--- config.mk ---
export PLATFORM = sky130hd
export DESIGN_NAME = temp_sampler
export DESIGN_NICKNAME = d
export VERILOG_FILES = /design/src/rtl/temp_sampler.sv
export SDC_FILE = /design/constraint.sdc
export NUM_CORES = 1
export LEC_CHECK = 0
export ABC_AREA = 1
export CAP_MARGIN = 20
export CORE_MARGIN = 3
export CORE_UTILIZATION = 35
export DETAILED_ROUTE_END_ITERATION = 10
export PLACE_DENSITY = 0.48
export SETUP_SLACK_MARGIN = 0.02
export SLEW_MARGIN = 20
export SYNTH_ARGS = -nofsm -noshare
export SYNTH_HDL_FRONTEND = slang
export SYNTH_SLANG_ARGS = --single-unit
--- constraint.sdc ---
create_clock -name clk -period 4.2 [get_ports clk]
set_input_delay 1.05 -clock clk [delete_from_list [all_inputs] [get_ports clk]]
set_output_delay 1.05 -clock clk [all_outputs]
set_load 0.05 [all_outputs]
--- src/rtl/temp_sampler.sv ---
`default_nettype none
// ============================================================================
//  Module      : temp_sampler
//  Description : Periodically triggers an external 8-bit temperature
//                converter, validates the returned sample, smooths good
//                samples with a 4-entry moving average and flags converter
//                faults (timeout or open-circuit code 8'hFF).
//  Revision    : 1.0 - initial release
// ============================================================================
module temp_sampler #(
    parameter int unsigned PERIOD  = 1000,
    parameter int unsigned TIMEOUT = 255,
    parameter logic [7:0]  T_INIT  = 8'd25
) (
    input  logic       clk,
    input  logic       rst,
    output logic       conv_start,
    input  logic       conv_done,
    input  logic [7:0] adc_data,
    output logic [7:0] t,
    output logic       t_valid,
    output logic       sensor_err
);

    localparam int unsigned CNT_W = (PERIOD > 1) ? $clog2(PERIOD) : 1;
    localparam int unsigned TMR_W = $clog2(TIMEOUT + 1);

    localparam logic [CNT_W-1:0] c_cnt_last = CNT_W'(PERIOD - 1);
    localparam logic [TMR_W-1:0] c_tmr_last = TMR_W'(TIMEOUT - 1);
    localparam logic [7:0]       c_open_ckt = 8'hFF;

    typedef enum logic [1:0] {
        S_IDLE  = 2'd0,
        S_START = 2'd1,
        S_WAIT  = 2'd2,
        S_ACC   = 2'd3
    } state_t;

    state_t           state_q,      state_d;
    logic [CNT_W-1:0] cnt_q,        cnt_d;
    logic [TMR_W-1:0] timer_q,      timer_d;
    logic [7:0]       sample_q,     sample_d;
    logic             primed_q,     primed_d;
    logic [7:0]       buf_q [4];
    logic [7:0]       buf_d [4];
    logic [1:0]       idx_q,        idx_d;
    logic [9:0]       sum_q,        sum_d;
    logic [7:0]       t_q,          t_d;
    logic             t_valid_q,    t_valid_d;
    logic             err_q,        err_d;
    logic             conv_start_q, conv_start_d;

    logic             w_tick;
    logic [9:0]       w_sum_new;

    // Next-state logic: free-running period counter, conversion FSM and averager
    always_comb begin
        state_d      = state_q;
        timer_d      = timer_q;
        sample_d     = sample_q;
        primed_d     = primed_q;
        buf_d        = buf_q;
        idx_d        = idx_q;
        sum_d        = sum_q;
        t_d          = t_q;
        err_d        = err_q;
        t_valid_d    = 1'b0;
        conv_start_d = 1'b0;

        // The counter never stops; a tick outside IDLE is simply not acted on
        w_tick = (cnt_q == c_cnt_last);
        cnt_d  = w_tick ? '0 : cnt_q + 1'b1;

        // A fresh (unprimed) average starts from four copies of the sample;
        // afterwards the oldest ring entry is swapped for the new sample
        if (primed_q) begin
            w_sum_new = sum_q - {2'b00, buf_q[idx_q]} + {2'b00, sample_q};
        end else begin
            w_sum_new = {sample_q, 2'b00};
        end

        case (state_q)
            S_IDLE: begin
                if (w_tick) begin
                    state_d      = S_START;
                    conv_start_d = 1'b1;
                end
            end
            S_START: begin
                state_d = S_WAIT;
                timer_d = '0;
            end
            S_WAIT: begin
                // Done is tested before the timeout so a result on the last
                // allowed cycle is still accepted
                if (conv_done) begin
                    sample_d = adc_data;
                    if (adc_data == c_open_ckt) begin
                        err_d    = 1'b1;
                        primed_d = 1'b0;
                        state_d  = S_IDLE;
                    end else begin
                        state_d  = S_ACC;
                    end
                end else if (timer_q == c_tmr_last) begin
                    err_d    = 1'b1;
                    primed_d = 1'b0;
                    state_d  = S_IDLE;
                end else begin
                    timer_d = timer_q + 1'b1;
                end
            end
            S_ACC: begin
                state_d   = S_IDLE;
                err_d     = 1'b0;
                t_valid_d = 1'b1;
                sum_d     = w_sum_new;
                t_d       = w_sum_new[9:2];
                if (primed_q) begin
                    buf_d[idx_q] = sample_q;
                    idx_d        = idx_q + 2'd1;
                end else begin
                    buf_d    = '{sample_q, sample_q, sample_q, sample_q};
                    primed_d = 1'b1;
                end
            end
            default: begin
                state_d = S_IDLE;
            end
        endcase
    end

    // State registers with synchronous reset to the power-up condition
    always_ff @(posedge clk) begin
        if (rst) begin
            state_q      <= S_IDLE;
            cnt_q        <= '0;
            timer_q      <= '0;
            sample_q     <= '0;
            primed_q     <= 1'b0;
            buf_q        <= '{default: '0};
            idx_q        <= '0;
            sum_q        <= '0;
            t_q          <= T_INIT;
            t_valid_q    <= 1'b0;
            err_q        <= 1'b0;
            conv_start_q <= 1'b0;
        end else begin
            state_q      <= state_d;
            cnt_q        <= cnt_d;
            timer_q      <= timer_d;
            sample_q     <= sample_d;
            primed_q     <= primed_d;
            buf_q        <= buf_d;
            idx_q        <= idx_d;
            sum_q        <= sum_d;
            t_q          <= t_d;
            t_valid_q    <= t_valid_d;
            err_q        <= err_d;
            conv_start_q <= conv_start_d;
        end
    end

    assign conv_start = conv_start_q;
    assign t          = t_q;
    assign t_valid    = t_valid_q;
    assign sensor_err = err_q;

endmodule
`default_nettype wire

Word-level counts from Yosys, hierarchy flattened
Index checks and enable logic that the tools add are counted.

Register bits: 84. Output and inout port bits: 11. Logic and storage cells: 72.

Add/subtract/negate cells: 5. Magnitude comparators: 2. Equal/unequal tests: 11. Muxes and demuxes: 26. Bitwise operators: 2. Reduce and logical (&&, ||, !) cells: 11.

Operators with widths (number): 2-to-1 mux 8 bit (5); bitwise mux 32 bit (1); 2-to-1 mux 32 bit (1); binary-select mux 8 bit (select 2 bit) (1); demux 8 bit (select 2 bit) (1); equality test 8 bit, second input constant (2); case mux 8 bit (2 select lines) (1); adder 10 x 1 -> 10 bit, second input constant (1); adder 10 x 8 -> 10 bit (1); equality test 10 bit, second input constant (1); 2-to-1 mux 10 bit (1); subtractor 10 x 8 -> 10 bit (1); adder 8 x 1 -> 8 bit, second input constant (1); 2-to-1 mux 1 bit (8); 2-to-1 mux 2 bit (4); case mux 2 bit (4 select lines) (1); inequality test 2 bit, second input constant (3); inequality test 3 bit, second input constant (2); AND reduction 2 bit (3); AND reduction 3 bit (2); equality test 2 bit, second input constant (2); case mux 1 bit (2 select lines) (2); nonzero test 2 bit (2); OR reduction 2 bit (2); other kinds (8) (8).

Logic depth before layout (Yosys ltp)
Word-level depth: 7. Depth in mapped cells: 18.

Least setup slack after synthesis
Ideal clock, no wire load.

Kind: reg2reg. Start point: register idx_q[0]. End point: register sum_q[6]. Arrival time: 2.651 ns. Required time: 4.068 ns. Setup slack: 1.417 ns. Cell stages (with the launch flop): 14. Clock period less this slack: 2.783 ns. Cell sequence: dfxtp_1 -> clkbuf_1 -> inv_1 -> buf_1 -> nor2_1 -> o22ai_1 -> fa_1 -> inv_1 -> ha_1 -> or2_2 -> nand3b_1 -> a21oi_1 -> o21ai_0 -> a21oi_1.

Cells in the longest elaborated chain, start to end: 7.

RTL lines: from (decl) (RTL line 46) `logic [1:0] idx_q, idx_d;`; from (signal assigned) (RTL line 155) `idx_q <= idx_d;`; inverter 2 -> 3 bit (not written as such) (RTL line 77) `w_sum_new = sum_q - {2'b00, buf_q[idx_q]} + {2'b00, sample_q};`; binary-select mux 8 bit (select 2 bit) (RTL line 77); 2-to-1 mux 8 bit (not written as such) (2 in series) (RTL line 77); subtractor 10 x 8 -> 10 bit (RTL line 77); adder 10 x 8 -> 10 bit (RTL line 77); 2-to-1 mux 10 bit (RTL line 76) `if (primed_q) begin`; to (signal assigned) (RTL line 156) `sum_q <= sum_d;`; to (decl) (RTL line 47) `logic [9:0] sum_q, sum_d;`.

No other way between the ends. The select of a mux whose other input is x is not followed. A chain may end at the register's enable or synchronous reset.

Worst setup path in the final report
Same ends and word-level chain as after synthesis.

==> impl_metrics.toml <==
[sta]
fin_crit_ns = 3.131
clock-skew-final_ns = 0.006469
final-max-slew-violation-count = 0
hold_violations = 0
rsz0062_at_grt = "no"
maxSlewHeadroom_pct = 59.93
post-route-period-util_pct = 74.54
worst_slew_pin_slew_ns = 0.6010
fin_tns_setup_ns = 0
max_freq_mhz = 319.4
setup_viol = 0

[floorplanning]
die_w_um = 113.4
coreArea_um2 = 11080
initial_core_util_pct = 36.47
io_pins = 22
rows = 38
die_y_um = 113.4
die_area_um2 = 12870

[job]
cap_violations = 0

[setup_path]
rr_endpoint = "sum_q[6]$_SDFFE_PP0P_"
critPathKind = "reg2reg"
crit_path_end = "sum_q[6]$_SDFFE_PP0P_"
crit_fanout = 18
r2r_slack_ns = 1.07
start_kind = "register"
r2r_start = "idx_q[0]$_SDFFE_PP0P_"
r2r_cells = 12
arrival_ns = 3.32
endpoint_kind = "register"
cp_data_required_time_ns = 4.39
critPathLaunch = "idx_q[0]$_SDFFE_PP0P_"

[placement]
port-buffer-count = 21
dpl_cell_area_um2 = 4315
gp_congestion = 0.8403
dp_hpwl_um = 6975

[synthesis]
synth.largest_area_cell = "dfxtp_1"
syn_avg_cell_area_um2 = 7.594
yosys-mux-area-fraction_pct = 0
ys_ff_latch = 79
synth_compound_area_share_pct = 19.51
synth_area_um2 = 4040
synth.distinct_cells = 33
synth_top_family_by_area = "simple AND/OR/NAND/NOR gates"
ys_warn_count = 0
synth_nets = 568
synthCells = 532
synth_top_area_share_pct = 39.15
synth-seq-area-share_pct = 39.15
synth_area_leaders = "dfxtp_1 (39%), nor2_1 (6.9%), a21oi_1 (6.7%), nand2_1 (6.5%), a211oi_1 (5.6%)"
synth-simple-area-share_pct = 21.52
synth_adder_area_share_pct = 9.229
synth_xor_xnor_area_share_pct = 1.517

[grt]
grt.total_usage_pct = 15.75
grt_pass1_vias = 3225
grt_max_degree = 54
antenna_found_initial = 0
overflow = 0
grt_pass1_wl_um = 16170

[clock_network]
htree_levels = 3
clock-sinks = 79
post_cts_buffers = 0
clockBufferDepth = 2
cts.clk_slew.worst_paths_ns = 0.06
clock_latency_ns = 0.33
hold_buffers = 0
cts_buffers = 9
root_buffer = "clkbuf_16"
cts_resized = 0
cts_tree = "yes"

[routing]
drc = 0
wire_per_inst_um = 14.00
routed-via-count = 3451
dr.pass1.iters = 4
routed_wl_um = 9621
viasPerCell = 5.023
drt_iter0_markers = 190
ant_nets = 0

[hold_path]
worstHoldPathType = "reg2reg"
hp-start = "cnt_q[0]$_SDFF_PP0_"

[layout]
drive_gt1_share_pct = 7.130
num_antenna_cells = 0
final_area_um2 = 4579
area_delta_synth_final_pct = 13.35
fin_nets = 579

[power_and_ir_drop]
peakVddDrop_mv = 0.1377
leakagePower_nw = 1.749
power.density_nw_per_um2 = 323.6

[status]
outcome = "complete, no violations"
routing by layer:
metal  global-route usage [%]  share of wire (%)  routed length [µm]
met2                    24.09                 43                4125
met5                        0                  0                   0
met3                    2.016                3.2                 309
met4                    5.529                1.5                 143
met1                    22.85                 52                5042
worst max-delay path: stages, from the launching register on:
cell and delay, ns:
dfxtp_1 0.56, inv_1 0.35, o21ai_0 0.24, o22ai_1 0.12, fa_1 0.49, inv_1 0.06
fa_1 0.45, nand2_1 0.08, nand2_1 0.09, nand3b_1 0.12, a21oi_1 0.07, o21ai_0 0.25
a21oi_1 0.09
stage by stage:
| step | worst slack [ns] | std cells | utilization [%] | hold slack, ns | power (W) |
|---|---|---|---|---|---|
| 5_1_grt | 0.7560 | 687 | 41.34 | 0.4690 | 0.001542 |
| 2_1_floorplan | 1.417 | 532 | - | 0.4176 | 0.0007850 |
| 4_1_cts | 1.082 | 687 | 41.34 | 0.4527 | 0.001502 |
| 3_3_place_gp | 1.099 | 672 | 38.95 | 0.4283 | 0.0008004 |
| 3_5_place_dp | 1.064 | 672 | 38.95 | 0.4403 | 0.0008007 |
| 6_report | 1.069 | 687 | 41.34 | 0.4471 | 0.001482 |
worst min-delay path by stage:
| stage | endpoint | depth (start not counted) | slack (ns) |
|---|---|---|---|
| after floorplan | cnt_q[0]$_SDFF_PP0_ | 1 | 0.42 |
| final | cnt_q[0]$_SDFF_PP0_ | 1 | 0.45 |
| after global routing | cnt_q[0]$_SDFF_PP0_ | 1 | 0.47 |
| after detailed placement | cnt_q[0]$_SDFF_PP0_ | 1 | 0.44 |
| after global placement | cnt_q[0]$_SDFF_PP0_ | 1 | 0.43 |
| after CTS | cnt_q[0]$_SDFF_PP0_ | 1 | 0.45 |
cells by family after synthesis:
| kind of cell | after synthesis |
|---|---|
| AND/OR/NAND/NOR | 197 |
| AO/OA/AOI/OAI | 136 |
| buffers and inverters | 88 |
| XOR/XNOR | 7 |
| adder cells (fa/ha/maj) | 25 |
| flip-flops | 79 |
synthesized netlist by cell type, drive strengths merged:
cell type and n:
dfxtp 79, nor2 77, nand2 75, inv 63
a21oi 55, o21ai 40, a211oi 30, nand3 23
ha 17, clkbuf 12, buf 11, fa 8
o22ai 8, nand4 6, nor3 6, xor2 5
or2 4, nor4 3, clkinv 2, nand3b 2
xnor2 2, a21boi 1, nor3b 1, o21a 1
o21bai 1
final cells by class:
type | instances | area (µm²)
Sequential cell | 79 | 1582
Fill cell | 1187 | 6499
Timing Repair Buffer | 23 | 220.2
Clock buffer | 9 | 225.2
Tap cell | 140 | 175.2
Inverter | 65 | 246.5
Clock inverter | 6 | 38.79
Multi-Input combinational cell | 365 | 2092
placed cells by master (no fill, tap or decap), drive strengths merged, types with 17 or more instances in the layout:
cell,count
a211oi,30
a21oi,55
clkdlybuf4s50,20
dfxtp,79
ha,17
inv,63
nand2,75
nand3,23
nor2,77
o21ai,40
registers in the layout (all words and copies together), names as in the netlist:
signal,count
buf_q,32
t,3
sensor_err,1
primed_q,1
idx_q,2
sample_q,8
conv_start,1
t_valid,1
state_q,2
cnt_q,10
sum_q,10
timer_q,8
power by group:
part	internal (W)	switching, W
registers	0.000752	0.00000150
logic	0.0000119	0.0000184
clock network	0.000394	0.000304
(Power assumes the default switching activity.)
